==> src/rtl/mux_n_1_pipelined_pkg.sv <==
// Shared helpers for parametrised selection stages: ceil-log2 and the
// select-width rule (never narrower than one bit).
package mux_n_1_pipelined_pkg;

  function automatic int clog2(input int value);
    int result;
    result = 0;
    while ((1 << result) < value) result++;
    return result;
  endfunction

  function automatic int sel_width(input int num_inputs);
    return (clog2(num_inputs) < 1) ? 1 : clog2(num_inputs);
  endfunction

endpackage

==> src/rtl/mux_n_1_pipelined_pipe_skid_reg.sv <==
// Generic two-entry valid/ready register slice: output register plus one skid
// entry. in_ready depends only on local state, never on out_ready.
module pipe_skid_reg #(
  parameter int WIDTH = 33
) (
  input  logic             clk,
  input  logic             rst,
  input  logic [WIDTH-1:0] in_data,
  input  logic             in_valid,
  output logic             in_ready,
  output logic [WIDTH-1:0] out_data,
  output logic             out_valid,
  input  logic             out_ready
);

  logic [WIDTH-1:0] out_data_q;
  logic             out_valid_q;
  logic [WIDTH-1:0] skid_data;
  logic             skid_valid;
  logic             acc;
  logic             cons;

  assign in_ready  = !skid_valid && !rst;
  assign acc       = in_valid && in_ready;
  assign cons      = out_valid_q && out_ready;
  assign out_data  = out_data_q;
  assign out_valid = out_valid_q;

  always_ff @(posedge clk) begin
    if (rst) begin
      out_data_q  <= '0;
      out_valid_q <= 1'b0;
      skid_data   <= '0;
      skid_valid  <= 1'b0;
    end else if (!out_valid_q || cons) begin
      // Output register frees up: skid entry has priority to keep order.
      if (skid_valid) begin
        out_data_q  <= skid_data;
        out_valid_q <= 1'b1;
        skid_valid  <= acc;
        if (acc) skid_data <= in_data;
      end else if (acc) begin
        out_data_q  <= in_data;
        out_valid_q <= 1'b1;
      end else begin
        out_valid_q <= 1'b0;
      end
    end else if (acc) begin
      skid_data  <= in_data;
      skid_valid <= 1'b1;
    end
  end

endmodule

==> src/rtl/mux_n_1_pipelined.sv <==
// N:1 registered selection stage; out-of-range selects yield DEFAULT_VALUE
// with an error flag that travels alongside the data through the slice.
module mux_n_1_pipelined
  import mux_n_1_pipelined_pkg::*;
#(
  parameter int               WIDTH         = 32,
  parameter int               NUM_INPUTS    = 4,
  parameter logic [WIDTH-1:0] DEFAULT_VALUE = '0,
  localparam int              SEL_WIDTH     = sel_width(NUM_INPUTS)
) (
  input  logic                        clk,
  input  logic                        rst,
  input  logic [NUM_INPUTS*WIDTH-1:0] in_lines,
  input  logic [SEL_WIDTH-1:0]        select,
  input  logic                        in_valid,
  output logic                        in_ready,
  output logic [WIDTH-1:0]            out_line,
  output logic                        out_sel_err,
  output logic                        out_valid,
  input  logic                        out_ready
);

  logic [WIDTH-1:0] sel_data;
  logic             sel_err;
  logic [WIDTH:0]   slice_out;

  always_comb begin
    sel_data = DEFAULT_VALUE;
    sel_err  = 1'b1;
    for (int k = 0; k < NUM_INPUTS; k++) begin
      if (32'(select) == k) begin
        sel_data = in_lines[k*WIDTH +: WIDTH];
        sel_err  = 1'b0;
      end
    end
  end

  pipe_skid_reg #(
    .WIDTH(WIDTH + 1)
  ) u_slice (
    .clk      (clk),
    .rst      (rst),
    .in_data  ({sel_err, sel_data}),
    .in_valid (in_valid),
    .in_ready (in_ready),
    .out_data (slice_out),
    .out_valid(out_valid),
    .out_ready(out_ready)
  );

  assign out_sel_err = slice_out[WIDTH];
  assign out_line    = slice_out[WIDTH-1:0];

endmodule

==> config.mk <==
export PLATFORM = sky130hd
export DESIGN_NAME = mux_n_1_pipelined
export DESIGN_NICKNAME = d
export VERILOG_FILES = /design/src/rtl/mux_n_1_pipelined_pkg.sv /design/src/rtl/mux_n_1_pipelined_pipe_skid_reg.sv /design/src/rtl/mux_n_1_pipelined.sv
export SDC_FILE = /design/constraint.sdc
export NUM_CORES = 1
export LEC_CHECK = 0
export BUFFER_PORTS_ARGS = -buffer_cell sky130_fd_sc_hd__buf_2
export CORE_ASPECT_RATIO = 1.2
export CORE_MARGIN = 2
export CORE_UTILIZATION = 45
export CTS_CLUSTER_SIZE = 8
export DETAILED_ROUTE_END_ITERATION = 8
export PLACE_DENSITY = 0.77
export SLEW_MARGIN = 20
export SYNTH_ARGS = -nofsm -noshare
export SYNTH_HDL_FRONTEND = slang
export SYNTH_SLANG_ARGS = --single-unit
==> constraint.sdc <==
create_clock -name clk -period 3.1 [get_ports clk]
set_input_delay 0.62 -clock clk [delete_from_list [all_inputs] [get_ports clk]]
set_output_delay 0.62 -clock clk [all_outputs]
set_load 0.1 [all_outputs]
==> impl_metrics.tcl, run 1 <==
set metrics [dict create \
    status "complete, no violations" \
    static-leakage-power_nw 2.16 \
    fin_skew_ps 13.0 \
    grt-ovfl-total 0 \
    pwr-share-seq_pct 38.8 \
    grt_pass1_vias 3625 \
    rsz0062_at_grt "false" \
    cp-start-kind "flop" \
    crit_chain "buf_4 -> nor2_1 -> buf_2" \
    critPathTopFamily "flip-flops" \
    synth.top_cells.by_area "dfxtp_1 (36%), mux4_2 (19%), a221oi_2 (12%)" \
    worst_setup_path_end_kind "primary output" \
    path_clk_slew_ps 80 \
    cts_tree "built" \
    n_antenna_cell 0 \
    fp.dieH_um 105 \
    clkSinkCount 68 \
    die_w_um 88.2 \
    cpPeakStageDelay_ps 660 \
    drtIter0Drc 193 \
    cts_buffer_depth 2 \
    final_cell_mix "buf_2 (168), dfxtp_1 (68), and2_1 (33)" \
    worst-path-buf-inv 2 \
    yosys_warnings 0 \
    gp_congestion 0.750 \
    wl_mm 10.1 \
    ctsHoldBuffers 0 \
    wl_per_cell_um 16.4 \
    cts_buffers 9 \
    fmax_mhz 425 \
    design_area_um2 4900 \
    sw_frac_of_total_pct 34.4 \
    timing_worst_setup_path_type "reg2out" \
    syn_nets 480 \
    grt_max_degree 47 \
    antenna_found_initial 0 \
    power_density_nw_per_um2 498 \
    routed_via_density 5.57 \
    avgSynthCellArea_um2 11.1 \
    fin_setup_tns_ps 0 \
    synth_cell_type_count 23 \
    dr.pass1.iters 4 \
    via_count 3422 \
    synth-seq-cells 68 \
    yosys.area.top_type "dfxtp_1" \
    clkPwrFrac_pct 33.0 \
    slew-limit-headroom_pct 31.0 \
    min_period_ps 2350 \
    p_sw_uw 839 \
    cts_setup_buffers 0 \
    io_buffers 168 \
    p_int_mw 1.60 \
    synth_top_area_share_pct 35.6 \
    worstMarginPinSlew_ps 1030 \
    worstPathMaxFanout 20 \
    die_area_um2 9260 \
    critical_path_required_ps 2480 \
    syn_area_um2 3830 \
    combPwrFrac_pct 28.3 \
    nNetsFinal 629 \
    yosysSeqAreaShare_pct 35.6 \
    drtAntennaViolNets 0 \
    final_common_cell "buf_2" \
    ioPinCount 169 \
    finalCritPeriodShare_pct 75.9 \
    post_cts_resized 0 \
    maxCapViolCount 0 \
    cp_slowest_cell "dfxtp_1" \
    finalSetupViolations 0 \
    start_util_pct 46.7 \
    core_area_um2 8200 \
    grt_pass1_wl_mm 16.4 \
    p_total_mw 2.44 \
    synth_cells 346 \
    syn_to_final_growth_pct 28.1 \
    placed_cell_area_um2 4690 \
    hold_path.class "reg2reg" \
    drv_slew 0 \
    drive_above_1_share_pct 52.0 \
    grtUsageTotal_pct 22.4 \
    hold_violations 0 \
    dp_hpwl_mm 7.16 \
    num_rows 36 \
    peakVddDrop_mv 0.266 \
    crit_arrival_ps 1730 \
    clock_latency_ps 350 \
    drc 0 \
    htreeDepth 3 \
    clockRootBuffer "clkbuf_8" \
]
worst register-to-register path, delay by kind of cell (launching register included):
kind	cells	cell delay, ps
DFF	1	660
buffers and inverters	1	300
AOI/OAI and AO/OA	2	1130
sequential cells by signal, summed over array words and instances (netlist names):
register,cells
u_slice.out_data,33
u_slice.out_valid,1
u_slice.skid_data,33
u_slice.skid_valid,1
layer usage:
metal	wire length (um)	vias up	global-route usage, %
li1	-	1608	-
met1	4150	1686	26.3
met2	5300	115	40.3
met3	476	13	3.16
met4	142	0	8.55
met5	0	-	0
final cells by class:
class / count / area [um2]
sequential: 68 / 1360
clock inverter: 7 / 91.3
fill: 709 / 3300
tap: 114 / 143
clock buffer: 9 / 124
inverter: 33 / 124
multi-input combinational: 206 / 2140
timing repair buffer: 177 / 921
Yosys cell counts:
master / number
a211oi_1: 32
a31oi_2: 1
dfxtp_1: 68
nor2b_1: 1
a21o_1: 1
nor3_1: 1
and2_1: 33
a221oi_1: 1
nor2_1: 2
inv_1: 33
buf_1: 3
nand2b_1: 2
buf_6: 7
a221oi_2: 31
a21oi_1: 2
and3_1: 1
o21ai_0: 1
buf_2: 18
nand3_1: 1
a22o_1: 32
nand2_1: 32
clkbuf_1: 11
mux4_2: 32
metrics by stage:
step	utilization, %	setup slack, ps	std cells	hold slack, ps
2_1_floorplan	-	238	346	429
3_3_place_gp	57.2	779	598	448
3_5_place_dp	57.2	734	598	450
4_1_cts	59.8	727	614	463
5_1_grt	59.8	614	614	475
6_report	59.8	749	614	460
path summary, 6_finish.rpt:
path	from	endpoint	slack (ps)	cells past startpoint
hold reg to reg	u_slice.out_data[3]	u_slice.out_data[3]	460	2
setup reg to reg	u_slice.skid_valid	u_slice.skid_data[19]	940	3
hold / removal	u_slice.out_data[3]	u_slice.out_data[3]	460	2
setup / recovery	u_slice.skid_valid	in_ready	750	3
kinds of logic (layout without fill, tap and decap cells):
kind of cell	count (synthesis)	in the layout	synth area share, %
muxes	32	32	18.8
DFF	68	68	35.6
buffers and inverters	72	226	9.03
and+or+nand+nor	73	73	9.65
AOI/OAI and AO/OA	101	101	26.9
power by group through the flow:
stage	Clock [mW]	Combinational, mW	Sequential (mW)
floorplan	0	0.286	1.21
CTS	0.814	0.694	0.945
detailed placement	0	0.693	0.966
global placement	0	0.679	0.964
finish	0.804	0.690	0.945
global route	0.856	0.733	0.950
Power figures use the tool's default switching activity.
==> run 2, diff against run 1 <==
--- a/config.mk
+++ b/config.mk
@@ -8,7 +8,7 @@
 export BUFFER_PORTS_ARGS = -buffer_cell sky130_fd_sc_hd__buf_2
 export CORE_ASPECT_RATIO = 1.2
 export CORE_MARGIN = 2
-export CORE_UTILIZATION = 45
+export CORE_UTILIZATION = 43
 export CTS_CLUSTER_SIZE = 8
 export DETAILED_ROUTE_END_ITERATION = 8
 export PLACE_DENSITY = 0.77
==> constraint.sdc (replaced) <==
create_clock -name clk -period 2.15 [get_ports clk]
set_input_delay 0.43 -clock clk [delete_from_list [all_inputs] [get_ports clk]]
set_output_delay 0.43 -clock clk [all_outputs]
set_load 0.1 [all_outputs]
==> run 2 against run 1 <==
Wire length increased by 6.1%. Cell count increased by 1.8%. Global-route usage decreased by 0.38 points. Die area increased by 4.5%. Setup slack got worse by 280 ps. Critical path depth decreased by 1. First-iteration DRC count decreased by 27%. Sequential power increased by 44%. Via count increased by 1.6%. Sequential share of layout area decreased by 0.73 points. Sequential cell count unchanged. Combinational power increased by 46%.
==> impl_metrics.tcl, run 2 (synthesis gave the netlist of run 1 again) <==
set metrics [dict create \
    met1Wirelength_mm 4.46 \
    nFillCells 760 \
    fp.dieH_um 107 \
    met3_length_um 619 \
    gp_congestion 0.797 \
    min-delay-start "out_ready" \
    htreeDepth 3 \
    cpPeakStageDelay_ps 430 \
    post_cts_resized 0 \
    via_count 3477 \
    rsz0062_at_grt "false" \
    dp.cells 609 \
    antenna_found_initial 2 \
    grt_pass1_wl_mm 17.1 \
    finalCritPeriodShare_pct 78.4 \
    highest_layer "met5" \
    core_area_um2 8610 \
    multi_input_area_um2 2140 \
    hold_depth 3 \
    nNetsFinal 637 \
    path_clk_slew_ps 70 \
    worst_setup_path_end_kind "primary output" \
    static-leakage-power_nw 2.23 \
    drtAntennaViolNets 0 \
    dp_hpwl_mm 7.53 \
    routed_via_density 5.56 \
    die_w_um 90.1 \
    slew-limit-headroom_pct 66.3 \
    cp-start-kind "flop" \
    finalSetupViolations 0 \
    status "complete, no violations" \
    power_density_nw_per_um2 750 \
    grtUsageTotal_pct 22.1 \
    r2r-start "u_slice.skid_valid" \
    grt-ovfl-total 0 \
    dr.pass1.iters 4 \
    grt_pass1_vias 3576 \
    cts_buffer_depth 2 \
    clock_latency_ps 350 \
    cp_slowest_cell "buf_2" \
    reg2reg_slack_ps 610 \
    drtIter0Drc 141 \
    critical_path_required_ps 1720 \
    worstMarginPinSlew_ps 509 \
    drv_slew 0 \
    die_area_um2 9670 \
    dpl_worst_slack_ps 411 \
    dr_wl_met2_mm 5.41 \
    regArea_um2 1360 \
    syn_to_final_growth_pct 31.6 \
    timing_worst_setup_path_type "reg2out" \
    p_total_mw 3.78 \
    fin_setup_tns_ps 0 \
    wl_mm 10.7 \
    drc 0 \
    cts_setup_buffers 0 \
    fmax_mhz 594 \
    start_util_pct 44.4 \
    clkSinkCount 68 \
    final_common_cell "buf_2" \
    crit_arrival_ps 1250 \
    worst_r2r_endpoint "u_slice.skid_data[20]" \
    fin_ws_ps 465 \
    cts_buffers 9 \
    clockRootBuffer "clkbuf_8" \
    hold_violations 0 \
    final_cell_mix "buf_2 (168), dfxtp_1 (68), and2_1 (33)" \
    ioPinCount 169 \
    peakVddDrop_mv 0.425 \
    min_to "u_slice.skid_valid" \
    fin_util_pct 58.5 \
    grt_max_degree 36 \
    drive_above_1_share_pct 52.9 \
    worstPathMaxFanout 4 \
    wl_per_cell_um 17.1 \
    instances_no_fill 625 \
    hold_path.class "in2reg" \
    io_buffers 168 \
    ctsHoldBuffers 0 \
    crit_chain "nor2_4 -> buf_2" \
    maxCapViolCount 0 \
    cts_tree "built" \
    min_period_ps 1680 \
    r2r_cells 5 \
    num_rows 37 \
    fin_skew_ps 14.1 \
]
==> run 2: cell count changes in the layout (fill, tap and decap cells not counted) <==
cell | before | now
buf_4 | 8 | 15
clkinv_2 | 3 | 0
bufinv_16 | 2 | 4
buf_12 | 1 | 2
clkinv_4 | 1 | 2
clkinvlp_4 | 1 | 0
diode_2 | 0 | 1
nor2_1 | 2 | 1
nor2_4 | 0 | 1
==> run 2: critical path, delay by kind of cell (launching register included) <==
family                 cells  cell delay, ps
buffers and inverters      1             430
and+or+nand+nor            1             120
DFF                        1             360
==> run 2: final cells by class <==
type / count / share of cell area, %
Multi-Input combinational cell: 206 / 42.6
Sequential cell: 68 / 27.0
Timing Repair Buffer: 185 / 19.7
Tap cell: 117 / 2.91
Clock inverter: 6 / 2.73
Clock buffer: 9 / 2.46
Inverter: 33 / 2.46
Antenna cell: 1 / 0.0497
==> run 2: metal layers <==
metal  track usage (%)  vias up
li1                  -     1628
met1              26.7     1696
met2              38.4      136
met3              4.69       15
met4              8.90        2
met5                 0        -
==> run 2: how the worst max path moves through the flow <==
stage	start	to	cells past startpoint
3_3_place_gp	select[0]	u_slice.skid_data[0]	4
6_report	u_slice.skid_valid	in_ready	2
2_1_floorplan	u_slice.out_valid	u_slice.out_data[10]	5
4_1_cts	u_slice.skid_valid	in_ready	2
3_5_place_dp	select[0]	u_slice.skid_data[3]	4
5_1_grt	u_slice.skid_valid	in_ready	2
==> run 2: stage by stage <==
step | instance area, um2 | hold slack [ps]
2_1_floorplan | 3830 | 429
3_3_place_gp | 4770 | 446
3_5_place_dp | 4770 | 451
4_1_cts | 5030 | 440
5_1_grt | 5030 | 478
6_report | 5030 | 455
==> run 2: power by group <==
part | internal (mW) | switching [mW] | leakage (nW)
Sequential | 1.33 | 0.0362 | 0.556
Combinational | 0.342 | 0.672 | 1.54
Clock | 0.886 | 0.512 | 0.129
Total | 2.56 | 1.22 | 2.23
==> run 3, diff against run 2 <==
--- a/config.mk
+++ b/config.mk
@@ -8,7 +8,7 @@
 export BUFFER_PORTS_ARGS = -buffer_cell sky130_fd_sc_hd__buf_2
 export CORE_ASPECT_RATIO = 1.2
 export CORE_MARGIN = 2
-export CORE_UTILIZATION = 43
+export CORE_UTILIZATION = 45
 export CTS_CLUSTER_SIZE = 8
 export DETAILED_ROUTE_END_ITERATION = 8
 export PLACE_DENSITY = 0.77
==> constraint.sdc (replaced) <==
create_clock -name clk -period 1.65 [get_ports clk]
set_input_delay 0.33 -clock clk [delete_from_list [all_inputs] [get_ports clk]]
set_output_delay 0.33 -clock clk [all_outputs]
set_load 0.1 [all_outputs]
==> run 3 against run 2 <==
Combinational power grew 35%. Wire length shrank 2.8%. Sequential share of layout area down 0.093 points. Cell count fell by 0.32%. Sequential power rose by 31%. Design area up 0.62%. Worst hold slack worse by 87 ps. Utilization grew 3.3 points.
==> impl_metrics.tcl, run 3 (synthesis gave the netlist of run 1 again) <==
set metrics [dict create \
    die_area_um2 9260 \
    fmax_mhz 661 \
    worstMarginPinSlew_ps 515 \
    regArea_um2 1370 \
    fin_skew_ps 7.84 \
    hold_path.class "in2reg" \
    crit_arrival_ps 1180 \
    fin_util_pct 61.8 \
    worst_setup_path_end_kind "primary output" \
    dr.pass1.iters 4 \
    cts_buffers 9 \
    drtIter0Drc 151 \
    n_antenna_cell 0 \
    hold_violations 0 \
    cp_slowest_cell "dfxtp_1" \
    drtAntennaViolNets 0 \
    htreeDepth 3 \
    r2r-start "u_slice.skid_valid" \
    antenna_found_initial 0 \
    final_cell_mix "buf_2 (167), dfxtp_1 (67), and2_1 (33)" \
    design_area_um2 5060 \
    routed_via_density 5.57 \
    finalCritPeriodShare_pct 91.7 \
    multi_input_area_um2 2150 \
    clock_latency_ps 340 \
    p_total_mw 4.49 \
    critical_path_required_ps 1320 \
    grt_pass1_vias 3603 \
    drv_slew 0 \
    die_w_um 88.2 \
    worstPathMaxFanout 7 \
    instances_no_fill 623 \
    start_util_pct 46.7 \
    power_density_nw_per_um2 887 \
    status "complete, no violations" \
    ioPinCount 169 \
    peakVddDrop_mv 0.399 \
    grt_max_degree 42 \
    dp_hpwl_mm 7.55 \
    crit_chain "buf_4 -> nor2_4 -> buf_12" \
    timing_worst_setup_path_type "reg2out" \
    cpPeakStageDelay_ps 360 \
    cts_buffer_depth 2 \
    startpoint "u_slice.skid_valid" \
    worst-path-buf-inv 2 \
    gp_congestion 0.813 \
    core_area_um2 8200 \
    cts_setup_buffers 0 \
    maxCapViolCount 0 \
    wl_per_cell_um 16.7 \
    slew-limit-headroom_pct 65.9 \
    grt_pass1_wl_mm 16.7 \
    dp.cells 609 \
    syn_to_final_growth_pct 32.4 \
    finalSetupViolations 0 \
    fin_ws_ps 137 \
    min_period_ps 1510 \
    final_common_cell "buf_2" \
    placed_cell_area_um2 4870 \
    worst_hold_slack_ps 368 \
    nFillCells 693 \
    via_count 3467 \
    post_cts_resized 0 \
    clockRootBuffer "clkbuf_8" \
    grtUsageTotal_pct 22.9 \
    clkSinkCount 68 \
    cp-start-kind "flop" \
    num_rows 36 \
    io_buffers 168 \
    min-delay-start "out_ready" \
    fp.dieH_um 105 \
    ctsHoldBuffers 0 \
    static-leakage-power_nw 2.24 \
    drc 0 \
    grt-ovfl-total 0 \
    critPathTopFamily "buffers and inverters" \
    drive_above_1_share_pct 53.2 \
    path_clk_slew_ps 60 \
    fin_setup_tns_ps 0 \
    rsz0062_at_grt "false" \
    dpl_worst_slack_ps 70.7 \
    nNetsFinal 640 \
    cts_tree "built" \
    wl_mm 10.4 \
]
-- run 3: cell types whose count changed in the layout (fill, tap and decap cells not counted), moves of 2 or more --
cell       change
buf_4          -2
buf_12         +6
clkinv_4       -2
clkbuf_8       +2
bufinv_16      -3
-- run 3: final cells by class --
type,count,area share [%]
inverter,33,2.45
clock buffer,12,3.06
multi-input combinational,206,42.4
sequential,68,27.0
clock inverter,2,0.692
timing repair buffer,188,21.6
tap,114,2.82
-- run 3: routing by layer --
metal / vias to the layer above / routed length, um / global-route usage (%)
met1: 1670 / 4300 / 27.1
met2: 155 / 5210 / 39.6
met4: 0 / 208 / 9.52
met5: - / 0 / 0
li1: 1625 / - / -
met3: 17 / 675 / 4.19
-- run 3: final timing paths --
kind	endpoint	slack, ps	cells past startpoint
max	in_ready	140	3
min	u_slice.out_valid	370	3
max reg2reg	u_slice.skid_data[25]	260	4
min reg2reg	u_slice.out_data[16]	460	2
-- run 3: worst register-to-register path: stages, from the launching register on --
cell	delay, ps
dfxtp_1	360
buf_4	190
nor2_4	120
and3_4	470
a22o_1	210
-- run 3: power by group --
group / internal [mW] / leakage [nW] / switching (mW)
Clock: 0.762 / 0.0983 / 0.594
Sequential: 1.73 / 0.556 / 0.0477
Combinational: 0.475 / 1.59 / 0.884
Total: 2.97 / 2.24 / 1.53
